===== config.mk =====
export PLATFORM = sky130hd
export DESIGN_NAME = bcd_to_binary
export DESIGN_NICKNAME = d
export VERILOG_FILES = /design/src/rtl/bcd_to_binary.sv
export SDC_FILE = /design/constraint.sdc
export NUM_CORES = 1
export LEC_CHECK = 0
export ABC_AREA = 0
export CORE_ASPECT_RATIO = 0.7
export CORE_MARGIN = 5
export CORE_UTILIZATION = 52
export DETAILED_ROUTE_END_ITERATION = 10
export PLACE_DENSITY = 0.83
export SYNTH_ARGS = -nofsm -noshare
export SYNTH_HDL_FRONTEND = slang
export SYNTH_SLANG_ARGS = --single-unit

===== constraint.sdc =====
create_clock -name clock -period 3 [get_ports clock]
set_input_delay 0.45 -clock clock [delete_from_list [all_inputs] [get_ports clock]]
set_output_delay 0.45 -clock clock [all_outputs]
set_load 0.01 [all_outputs]

===== src/rtl/bcd_to_binary.sv =====
// Serial BCD-to-binary converter: accepts digits MSD first and emits an 8-bit
// result with saturating overflow and malformed-number error flags.
module bcd_to_binary #(
   parameter int unsigned MAX_DIGITS = 3
) (
   input  logic       clock,
   input  logic       reset_n,
   input  logic       digit_valid,
   input  logic [3:0] digit,
   input  logic       digit_last,
   output logic [7:0] binary,
   output logic       binary_valid,
   output logic       overflow,
   output logic       error,
   output logic       busy
);

   localparam int unsigned CW = $clog2(MAX_DIGITS + 1);
   localparam logic [CW-1:0] MAX_CNT = CW'(MAX_DIGITS);

   typedef enum logic [1:0] {IDLE, ACCUM, DISCARD} state_t;

   state_t          state_q, state_d;
   logic [9:0]      acc_q, acc_d;
   logic            ovf_q, ovf_d;
   logic            err_q, err_d;
   logic [CW-1:0]   count_q, count_d;
   logic [7:0]      binary_q, binary_d;
   logic            binary_valid_q, binary_valid_d;
   logic            overflow_q, overflow_d;
   logic            error_q, error_d;
   logic            busy_q, busy_d;

   logic [13:0]     step;
   logic            bad_digit;
   logic            done;

   always_comb begin
      state_d        = state_q;
      acc_d          = acc_q;
      ovf_d          = ovf_q;
      err_d          = err_q;
      count_d        = count_q;
      binary_d       = binary_q;
      overflow_d     = overflow_q;
      error_d        = error_q;
      done           = 1'b0;
      bad_digit      = (digit > 4'd9);
      step           = ({4'd0, acc_q} * 14'd10) + {10'd0, digit};

      if (digit_valid) begin
         case (state_q)
            IDLE: begin
               acc_d   = {6'd0, digit};
               ovf_d   = 1'b0;
               err_d   = bad_digit;
               count_d = CW'(1);
               done    = digit_last;
               if (digit_last)     state_d = IDLE;
               else if (bad_digit) state_d = DISCARD;
               else                state_d = ACCUM;
            end
            ACCUM: begin
               // A digit beyond MAX_DIGITS is malformed whether or not it is the last one.
               if (bad_digit || (count_q == MAX_CNT)) begin
                  err_d   = 1'b1;
                  done    = digit_last;
                  state_d = digit_last ? IDLE : DISCARD;
               end else begin
                  count_d = count_q + CW'(1);
                  if (ovf_q || (step > 14'd255)) begin
                     ovf_d = 1'b1;
                     acc_d = 10'd256;
                  end else begin
                     acc_d = step[9:0];
                  end
                  done    = digit_last;
                  state_d = digit_last ? IDLE : ACCUM;
               end
            end
            DISCARD: begin
               if (digit_last) begin
                  done    = 1'b1;
                  state_d = IDLE;
               end
            end
            default: state_d = IDLE;
         endcase
      end

      binary_valid_d = done;
      if (done) begin
         if (err_d) begin
            binary_d   = '0;
            overflow_d = 1'b0;
            error_d    = 1'b1;
         end else if (ovf_d) begin
            binary_d   = '1;
            overflow_d = 1'b1;
            error_d    = 1'b0;
         end else begin
            binary_d   = acc_d[7:0];
            overflow_d = 1'b0;
            error_d    = 1'b0;
         end
      end
      busy_d = (state_d != IDLE);
   end

   always_ff @(posedge clock or negedge reset_n) begin
      if (!reset_n) begin
         state_q        <= IDLE;
         acc_q          <= '0;
         ovf_q          <= 1'b0;
         err_q          <= 1'b0;
         count_q        <= '0;
         binary_q       <= '0;
         binary_valid_q <= 1'b0;
         overflow_q     <= 1'b0;
         error_q        <= 1'b0;
         busy_q         <= 1'b0;
      end else begin
         state_q        <= state_d;
         acc_q          <= acc_d;
         ovf_q          <= ovf_d;
         err_q          <= err_d;
         count_q        <= count_d;
         binary_q       <= binary_d;
         binary_valid_q <= binary_valid_d;
         overflow_q     <= overflow_d;
         error_q        <= error_d;
         busy_q         <= busy_d;
      end
   end

   assign binary       = binary_q;
   assign binary_valid = binary_valid_q;
   assign overflow     = overflow_q;
   assign error        = error_q;
   assign busy         = busy_q;

endmodule


# Word-level counts from Yosys, hierarchy flattened

Index checks and enable logic that the tools add are counted.
W data, S select, Z words.

Add/subtract/negate cells: 2
Multiply operators: 1
Magnitude comparators: 2
Eq/ne operators: 4
Muxes and demuxes: 29
Reductions and logical operators: 7

Operator list:

| kind                    | number |
|---|---|
| $mux W8                 | 3 |
| $mux W10                | 2 |
| $pmux W10 S2            | 1 |
| $add A14 B4 Y14         | 1 |
| $gt A14 B8 Y1 const B   | 1 |
| $mux W2                 | 7 |
| $mul A10 B3 Y13 const B | 1 |
| $mux W1                 | 11 |
| $pmux W1 S2             | 3 |
| $pmux W2 S3             | 1 |
| $eq A2 B2 Y1 const B    | 2 |
| $gt A4 B4 Y1 const B    | 1 |
| $pmux W2 S2             | 1 |
| $reduce_bool A2 Y1      | 2 |
| $reduce_and A3 Y1       | 1 |
| $add A2 B1 Y2 const B   | 1 |
| $eq A2 B1 Y1 const B    | 1 |
| $logic_not A2 Y1        | 1 |
| $logic_or A1 B1 Y1      | 2 |
| $ne A2 B2 Y1 const B    | 1 |
| $reduce_or A2 Y1        | 1 |

Register bits: 28
Input bits: 8
Output and inout port bits: 12

# Depth between registers and ports, before layout

Gate-level depths: netlist (run 1).

Depth after elaboration: 10
Mapped depth: 13

# Least setup slack after synthesis (run 1)

OpenSTA, ideal clock, no wires.

Path type: register -> register
From: register acc_q[1]
To: register binary_q[3] (netlist: binary[3])
Library setup time: 0.067 ns
Data arrival time: 3.187 ns
Slack: -0.254 ns
Cell stages (with the launch flop): 14
Path through: dfrtp_1 > ha_1 > ha_1 > inv_1 > fa_1 > nand3b_1 > o21ai_0 > nand2_1 > and3b_1 > o21ai_0 > nor4_4 > o21ai_4 > o31ai_2 > o221a_1

Word-level cells in the longest chain between the ends: 10

Ends and longest elaborated chain:

| what                   | RTL line | source |
|---|---|---|
| start, declared        | 24       | `logic [9:0] acc_q, acc_d;` |
| start signal, assigned | 113      | `acc_q <= '0;` |
| start signal, assigned | 124      | `acc_q <= acc_d;` |
| $mul A10 B3 Y13 *      | 49       | `step = ({4'd0, acc_q} * 14'd10) + {10'd0, digit};` |
| $add A14 B4 Y14 *      | 49       |  |
| $gt A14 B8 Y1          | 71       | `if (ovf_q \|\| (step > 14'd255)) begin` |
| $logic_or A1 B1 Y1     | 71       |  |
| $mux W10 *             | 71       |  |
| $mux W10 *             | 65       | `if (bad_digit \|\| (count_q == MAX_CNT)) begin` |
| $pmux W10 S2 *         | 52       | `case (state_q)` |
| $mux W8 *              | 51       | `if (digit_valid) begin` |
| via acc_d[3]           | 24       |  |
| $mux W8 *              | 97       | `end else if (ovf_d) begin` |
| $mux W8 *              | 93       | `if (err_d) begin` |
| end signal, assigned   | 128      | `binary_q <= binary_d;` |
| end, declared          | 28       | `logic [7:0] binary_q, binary_d;` |

The timed path passes the listed nets; every way through them passes the cells marked *. The select of a mux whose other input is x is not followed.
A chain may end at the register's enable or synchronous reset.

# Worst setup path in the final report (run 1)

From: register acc_q[3]
To: register acc_q[8]

Word-level cells in the longest chain between the ends: 7

Ends and longest elaborated chain:

| what               | RTL line |
|---|---|
| $mul A10 B3 Y13 *  | 49 |
| $add A14 B4 Y14 *  | 49 |
| $gt A14 B8 Y1      | 71 |
| $logic_or A1 B1 Y1 | 71 |
| $mux W10 *         | 71 |
| $mux W10 *         | 65 |
| $pmux W10 S2 *     | 52 |

Mark *: on every way between the ends. The rest lies on a longest branch, timed or not. The select of a mux whose other input is x is not followed.

==> flow_summary.rst, run 1 <==
.. list-table::
   :header-rows: 1

   * - Metric
     - Value
   * - Buffer depth of the longest clock path
     - 2
   * - Arrival time at the worst endpoint
     - ~3.6 ns
   * - Die Wd
     - about 87 um
   * - Number of synthesized flops with an enable pin
     - 0
   * - Relative contribution of combinational cells to total power
     - 76.5%
   * - Worst-Skew Late Latency
     - 0.28 ns
   * - Overall track demand over capacity in global routing
     - a little under a quarter
   * - Multiplexer share of the synthesized area
     - roughly 1.5%
   * - Standard cell core area
     - 3970 um2
   * - Violated checks
     - negative setup slack
   * - Starting density of the core
     - between 50% and 60%
   * - Bufs and invs on worst path
     - 3
   * - Antenna violations before repair
     - 0
   * - Number of nets in the final layout
     - 320
   * - Final Hold Vio Count
     - 0
   * - Maximum number of pins on one net before global-route repair
     - 29
   * - Number of unique standard cell types used by synthesis
     - 61
   * - Ratio of routed vias to standard cells
     - approximately 6.0
   * - Summed instance area of the synthesized netlist
     - roughly 2200 um2
   * - Most common cell after layout, fill and taps aside
     - sky130_fd_sc_hd__buf_4
   * - Critical path launch point type
     - flip-flop
   * - Power density cells
     - between 1000 and 1500 nW/um2
   * - Ordered list of cells on the worst path
     - ha_1 > ha_2 > inv_2 > fa_2 > nor2b_4 > buf_6 > o2111ai_4 > nand3_2 > nand2_2 > buf_6 > a32o_2 > o21a_4 > o21ai_2 > a22oi_1 > o21ai_0
   * - Final Setup Violations
     - 19
   * - Setup slack after layout
     - -0.420 ns
   * - Net switching power
     - roughly 1.6 mW
   * - Worst voltage drop across the vdd grid
     - between 700 and 800 uV
   * - Top flip-flop cell by instance count after synthesis
     - sky130_fd_sc_hd__dfrtp_1
   * - Length of the first detailed-routing pass in iterations
     - 5
   * - Vias in the first global route
     - 2,110
   * - Number of nets produced by synthesis
     - roughly 240
   * - Source of the critical timing path
     - acc_q[3]$_DFF_PN0_
   * - Worst hold-check slack
     - around 0.54 ns
   * - First-pass GRT wire length
     - roughly 10,000 um
   * - Warning count from the yosys run
     - 0
   * - Combinational family with the most area after synthesis
     - compound AO/OA/AOI/OAI gates
   * - Outcome
     - complete, but fails checks
   * - Post-DP HPWL
     - about 4700 um
   * - Via total after detailed routing
     - ~2,100
   * - Area growth syn-to-layout
     - 41.9%
   * - F_max
     - about 290 MHz
   * - Critical-path maximum fanout
     - 4
   * - Die area
     - about 5600 um2
   * - CTS HTree Levels
     - 1
   * - Total of buffers placed on input and output ports
     - 19
   * - Residual DRC count
     - 0
   * - Boundary Pins
     - 20
   * - Synth area leader
     - sky130_fd_sc_hd__dfrtp_1
   * - Total congestion overflow
     - 0
   * - Synth Area in XOR/XNOR
     - between 3 and 4%
   * - Flip-flop and latch count after synthesis
     - 28
   * - CTS tree
     - yes
   * - Count of routing violations after the opening detailed-route iteration
     - ~210
   * - Fraction of the mapped netlist area in simple logic gates
     - 15.9%
   * - Inserted Clock Buffers
     - 3
   * - Final number of max-transition violations
     - 0
   * - Routability congestion estimate from global placement
     - ~0.96
   * - Fraction of final layout cells with drive strength greater than 1
     - between 30% and 40%
   * - Library cell used as clock root buffer
     - sky130_fd_sc_hd__clkbuf_8
   * - Highest-count cells in the layout ignoring fill and taps
     - sky130_fd_sc_hd__buf_4, sky130_fd_sc_hd__dfrtp_1, sky130_fd_sc_hd__ha_1, sky130_fd_sc_hd__clkdlybuf4s50_1, sky130_fd_sc_hd__nand2_1
   * - Worst R2R Start
     - acc_q[3]$_DFF_PN0_
   * - Clock network power share
     - approximately 6.7%
   * - Count of max-cap constraint violations
     - 0
   * - Complex-gate fraction of the synthesized area
     - 30.8%
   * - Required time at the worst-slack endpoint
     - roughly 3.2 ns
   * - Relative slew margins
     - 66.2%
   * - Number of clock sinks
     - 28
   * - Switching share of power
     - approximately 45%
   * - Internal Dissipation
     - between 1.5 and 2 mW
   * - Per-instance average area after synthesis
     - 10.1 um2
   * - Average wire per cell in the routed design
     - around 18 um
   * - Unrepaired setup endpoints after global routing
     - true
   * - Reg power frac
     - between 10% and 20%
   * - Leak Pwr
     - 1.42 nW
   * - Total stage count of the critical path
     - 15
   * - Final worst path period need
     - 3.42 ns
   * - Gate count after technology mapping
     - about 210
   * - Kind of cell with the highest combined delay on the critical path
     - compound AO/OA/AOI/OAI gates
   * - Post-synth top area share
     - 32.5%
   * - Area contributors post-synth
     - sky130_fd_sc_hd__dfrtp_1, sky130_fd_sc_hd__ha_1, sky130_fd_sc_hd__o21ai_0
   * - Total wire length
     - approximately 6300 um
   * - Proportion of synthesized flip-flops having asynchronous set or reset
     - 100%
   * - Core Util, Final
     - 77.0%
   * - Tightest Hold Check Type
     - primary input to asynchronous set/reset pin
   * - Worst slew pin tran
     - 0.507 ns
   * - Summed negative setup slack over all endpoints
     - -5.64 ns
   * - Post-route clock period utilization
     - 114%
   * - Clock-pin transition on the worst setup and hold timing paths
     - 0.10 ns
   * - Die boundary height
     - ~64 um
   * - Delay of the slowest cell on the worst path
     - 0.43 ns
   * - Most prevalent standard cell on the critical path
     - sky130_fd_sc_hd__buf_6
   * - Slowest cell on the critical path
     - sky130_fd_sc_hd__dfrtp_1
   * - Number of cells traversed by the worst register-to-register path
     - 15
   * - Clock Skews
     - ~0.0061 ns
   * - Post-synthesis adder-cell area fraction
     - between 10% and 20%
   * - Kind of end point of the critical path
     - flip-flop
   * - Critical setup path kind
     - flip-flop to flip-flop
   * - Diode count
     - 0
   * - Site row count
     - 19
   * - Post-route antenna net violation count
     - 0
   * - Proportion of synthesized chip area in sequential cells
     - roughly a third
[path summary, 6_finish.rpt]
check | to | slack, ns
max | acc_q[8]$_DFFE_PN0P_ | -0.42
min | acc_q[9]$_DFFE_PN0P_ | 0.54
max reg2reg | acc_q[8]$_DFFE_PN0P_ | -0.42
min reg2reg | overflow$_DFFE_PN0P_ | 0.54
max in group asynchronous | binary[1]$_DFFE_PN0P_ | 2.19
min in group clock | overflow$_DFFE_PN0P_ | 0.54
[cell families after synthesis]
family | after synthesis
xor+xnor | 8
compound gates | 78
buf+inv | 13
mux | 3
flops | 28
simple gates | 61
fa+ha+maj | 22
[cell usage after synthesis, types with 2 or more instances]
master                      n
sky130_fd_sc_hd__a21o_1     4
sky130_fd_sc_hd__a21oi_1   10
sky130_fd_sc_hd__a22oi_1    5
sky130_fd_sc_hd__a31oi_1    3
sky130_fd_sc_hd__buf_4      2
sky130_fd_sc_hd__clkbuf_1   3
sky130_fd_sc_hd__dfrtp_1   28
sky130_fd_sc_hd__fa_1       2
sky130_fd_sc_hd__ha_1      20
sky130_fd_sc_hd__inv_1      8
sky130_fd_sc_hd__mux2i_1    2
sky130_fd_sc_hd__nand2_1   18
sky130_fd_sc_hd__nand2b_1   3
sky130_fd_sc_hd__nand3_1    7
sky130_fd_sc_hd__nand3b_1   2
sky130_fd_sc_hd__nor2_1     9
sky130_fd_sc_hd__nor2b_1    2
sky130_fd_sc_hd__nor3_1     3
sky130_fd_sc_hd__nor3b_1    2
sky130_fd_sc_hd__o21a_1     5
sky130_fd_sc_hd__o21ai_0   14
sky130_fd_sc_hd__o21ai_1    2
sky130_fd_sc_hd__o21bai_1   2
sky130_fd_sc_hd__o221a_1    5
sky130_fd_sc_hd__o221a_2    3
sky130_fd_sc_hd__o31ai_1    2
sky130_fd_sc_hd__o31ai_2    5
sky130_fd_sc_hd__o31ai_4    2
sky130_fd_sc_hd__or2_2      2
sky130_fd_sc_hd__xnor2_1    6
sky130_fd_sc_hd__xor2_1     2
[flip-flops by register name (all words and copies together), names as in the netlist]
name          flops
acc_q            10
busy              1
overflow          1
count_q           2
state_q           2
error             1
binary            8
binary_valid      1
ovf_q             1
err_q             1
[metal layers]
layer	global-route usage [%]	wire length, um
met1	34.1	2880
met5	0	0
met3	3.98	357
met4	2.14	74
met2	38.4	2940
[what timing repair did]
item	4_1_cts	5_1_grt
setup endpoints to repair	19	19
pin swaps	6	13
resized for setup	15	16
hold buffers	0	0
buffers inserted	4	2
gates cloned	1	0
[stage by stage]
step | setup slack, ns | total power, mW | std cells | instance area, um2
after floorplan | -0.115 | 1.97 | 213 | 2170
after CTS | -0.367 | 3.37 | 339 | 2960
final | -0.420 | 3.57 | 341 | 3060
after global placement | -0.425 | 2.78 | 331 | 2790
after global routing | -0.544 | 3.79 | 341 | 3060
after detailed placement | -0.481 | 2.86 | 331 | 2790
[power groups by stage]
| stage | logic [mW] | clock network [mW] | registers, mW |
|---|---|---|---|
| 2_1_floorplan | 1.36 | 0 | 0.611 |
| 3_3_place_gp | 2.18 | 0 | 0.597 |
| 3_5_place_dp | 2.26 | 0 | 0.603 |
| 4_1_cts | 2.53 | 0.241 | 0.595 |
| 5_1_grt | 2.91 | 0.257 | 0.617 |
| 6_report | 2.73 | 0.240 | 0.599 |
[layout make-up]
type                       instances  area (um2)
inverter                           8        30.0
multi-input combinational        173        1570
tap                               52        65.1
clock buffer                       4        55.1
timing repair buffer              76         637
sequential                        28         701
fill                             243         912
[worst reg2reg max path, cell delays in order (launching register included)]
cell and delay [ns]:
sky130_fd_sc_hd__dfrtp_1 0.43, sky130_fd_sc_hd__ha_1 0.31, sky130_fd_sc_hd__ha_2 0.19, sky130_fd_sc_hd__inv_2 0.04
sky130_fd_sc_hd__fa_2 0.40, sky130_fd_sc_hd__nor2b_4 0.17, sky130_fd_sc_hd__buf_6 0.13, sky130_fd_sc_hd__o2111ai_4 0.14
sky130_fd_sc_hd__nand3_2 0.14, sky130_fd_sc_hd__nand2_2 0.08, sky130_fd_sc_hd__buf_6 0.13, sky130_fd_sc_hd__a32o_2 0.24
sky130_fd_sc_hd__o21a_4 0.22, sky130_fd_sc_hd__o21ai_2 0.32, sky130_fd_sc_hd__a22oi_1 0.13, sky130_fd_sc_hd__o21ai_0 0.25
Power figures use the tool's default switching activity.
==> run 2: changes to the inputs <==
--- a/config.mk
+++ b/config.mk
@@ -7,10 +7,11 @@
 export LEC_CHECK = 0
 export ABC_AREA = 0
 export CORE_ASPECT_RATIO = 0.7
-export CORE_MARGIN = 5
+export CORE_MARGIN = 2
 export CORE_UTILIZATION = 52
 export DETAILED_ROUTE_END_ITERATION = 10
 export PLACE_DENSITY = 0.83
+export SETUP_SLACK_MARGIN = 0.1
 export SYNTH_ARGS = -nofsm -noshare
 export SYNTH_HDL_FRONTEND = slang
 export SYNTH_SLANG_ARGS = --single-unit
==> run 2 against run 1 <==
The flow still finishes with violations (negative setup slack). Register-to-register slack got worse by 0.05 ns. Worst setup slack got worse by 0.048 ns. Largest cell class unchanged. Non-clock buffer count rose by 14. Clock skew rose by 0.0079 ns. Count of clock-buffer cells in the layout unchanged. Global-route usage grew 6.9 points.
==> flow_summary.rst, run 2 (synthesis gave the netlist of run 1 again) <==
.. list-table::
   :header-rows: 1

   * - Metric
     - Value
   * - Ratio of routed vias to standard cells
     - 6.55
   * - Total congestion overflow
     - 0
   * - Violated checks
     - negative setup slack
   * - Vias in the first global route
     - roughly 2,100
   * - Overall track demand over capacity in global routing
     - 30.5%
   * - Critical-path maximum fanout
     - 4
   * - Post-route clock period utilization
     - 116%
   * - Starting density of the core
     - approximately 55%
   * - Flip-flop count of the largest register after layout
     - 10
   * - Average wire per cell in the routed design
     - 22.0 um
   * - Clock Skews
     - 0.0140 ns
   * - Boundary Pins
     - 20
   * - CTS tree
     - yes
   * - Count of max-cap constraint violations
     - 0
   * - Maximum number of pins on one net before global-route repair
     - 29
   * - Via total after detailed routing
     - 2,319
   * - Most common cell after layout, fill and taps aside
     - sky130_fd_sc_hd__buf_4
   * - Kind of end point of the critical path
     - flip-flop
   * - Clock-pin transition on the worst setup and hold timing paths
     - around 0.11 ns
   * - Antenna violations before repair
     - 0
   * - Unrepaired setup endpoints after global routing
     - true
   * - Library cell used as clock root buffer
     - sky130_fd_sc_hd__clkbuf_8
   * - Routability congestion estimate from global placement
     - between 0.8 and 0.9
   * - Outcome
     - complete, but fails checks
   * - Buffer depth of the longest clock path
     - 2
   * - Inserted Clock Buffers
     - 3
   * - Relative slew margins
     - slightly above 70%
   * - M2 GR Usage
     - ~49%
   * - Routing layer with the top usage in global route
     - met2
   * - Count of routing violations after the opening detailed-route iteration
     - 177
   * - Standard cell core area
     - just under 4000 um2
   * - Post-DP HPWL
     - 4590 um
   * - Total of buffers placed on input and output ports
     - 19
   * - Die boundary height
     - slightly below 60 um
   * - Diode count
     - 0
   * - Final Hold Vio Count
     - 0
   * - Post-route antenna net violation count
     - 0
   * - Final number of max-transition violations
     - 0
   * - Die area
     - 4680 um2
   * - Fraction of final layout cells with drive strength greater than 1
     - a little over two fifths
   * - CTS HTree Levels
     - 1
   * - Residual DRC count
     - 0
   * - Area growth syn-to-layout
     - 51.3%
   * - Number of cells traversed by the worst register-to-register path
     - 14
   * - Final total power
     - 4.20 mW
   * - Post-CTS Hold Buffers
     - 0
   * - Critical path launch point type
     - flip-flop
   * - Leak Pwr
     - about 1.5 nW
   * - Die Wd
     - around 81 um
   * - First-pass GRT wire length
     - about 11,000 um
   * - Number of nets in the final layout
     - 333
   * - Required time at the worst-slack endpoint
     - around 3.2 ns
   * - Global-route met3 utilization
     - under 10%
   * - Final worst path period need
     - roughly 3.5 ns
   * - Setup slack on the worst flop-to-flop path
     - -0.47 ns
   * - Highest-count cells in the layout ignoring fill and taps
     - sky130_fd_sc_hd__buf_4, sky130_fd_sc_hd__dfrtp_1, sky130_fd_sc_hd__clkdlybuf4s50_1
   * - F_max
     - 288 MHz
   * - Core Util, Final
     - between 80 and 90%
   * - Dpl ws
     - -0.500 ns
   * - Summed negative setup slack over all endpoints
     - -6.16 ns
   * - Worst-Skew Late Latency
     - around 0.29 ns
   * - Tightest Hold Check Type
     - primary input to asynchronous set/reset pin
   * - Number of clock sinks
     - 28
   * - Length of the first detailed-routing pass in iterations
     - 5
   * - Arrival time at the worst endpoint
     - around 3.7 ns
   * - Biggest register
     - acc_q
   * - Site row count
     - 19
   * - Critical setup path kind
     - flip-flop to flip-flop
   * - Power density cells
     - between 1000 and 1500 nW/um2
   * - Final Setup Violations
     - 19
   * - GR Util met1
     - a little over two fifths
   * - Worst voltage drop across the vdd grid
     - approximately 950 uV
   * - Total wire length
     - 7790 um
   * - Worst slew pin tran
     - 0.430 ns
   * - Setup slack after layout
     - -0.468 ns
==> run 2: cell count changes in the layout (fill, tap and decap cells not counted), sizes merged <==
cell / before / now
o21ai: 19 / 18
buf: 57 / 71
==> run 2: per-stage QoR <==
stage | area (um2) | hold WS, ns | instances
2_1_floorplan | 2170 | 0.154 | 213
3_3_place_gp | 2820 | 0.493 | 335
3_5_place_dp | 2820 | 0.504 | 335
4_1_cts | 3100 | 0.530 | 347
5_1_grt | 3260 | 0.560 | 354
6_report | 3260 | 0.535 | 354
==> run 2: worst paths after layout <==
| path | from | end |
|---|---|---|
| hold / removal | reset_n | state_q[1]$_DFF_PN0_ |
| setup reg to reg | acc_q[3]$_DFF_PN0_ | binary[7]$_DFFE_PN0P_ |
| hold reg to reg | overflow$_DFFE_PN0P_ | overflow$_DFFE_PN0P_ |
| min in group clock | overflow$_DFFE_PN0P_ | overflow$_DFFE_PN0P_ |
| setup / recovery | acc_q[3]$_DFF_PN0_ | binary[7]$_DFFE_PN0P_ |
| max in group asynchronous | reset_n | acc_q[3]$_DFF_PN0_ |
==> run 2: area by class of cell <==
class	instances	area, um2
multi-input combinational	172	1660
timing repair buffer	90	753
sequential	28	702
fill	220	686
tap	52	65.1
clock buffer	4	55.1
inverter	8	30.0
==> run 2: timing repair <==
item                       CTS  global route
resized for setup           26            25
setup endpoints to repair   19            19
buffers inserted             8             7
pin swaps                   21            25
==> run 2: where the power goes <==
part / switching, mW / internal [mW] / total, mW
Sequential: 0.111 / 0.502 / 0.613
Combinational: 1.68 / 1.67 / 3.35
Clock: 0.126 / 0.118 / 0.244
==> run 2: per-layer routing <==
layer	share of wire [%]	routed length, um
met1	40	3140
met2	47	3680
met3	7.7	598
met4	4.7	370
met5	0	0
==> run 2: worst max-delay path: stages, from the launching register on <==
cell,delay [ns]
sky130_fd_sc_hd__dfrtp_2,0.45
sky130_fd_sc_hd__ha_4,0.29
sky130_fd_sc_hd__ha_4,0.15
sky130_fd_sc_hd__inv_2,0.04
sky130_fd_sc_hd__fa_2,0.43
sky130_fd_sc_hd__nand3b_1,0.20
sky130_fd_sc_hd__o21ai_2,0.19
sky130_fd_sc_hd__nand2_1,0.10
sky130_fd_sc_hd__and3b_2,0.30
sky130_fd_sc_hd__o21ai_2,0.08
sky130_fd_sc_hd__nor4_4,0.38
sky130_fd_sc_hd__o21ai_4,0.15
sky130_fd_sc_hd__buf_6,0.17
sky130_fd_sc_hd__o31ai_4,0.23
sky130_fd_sc_hd__o221a_1,0.25
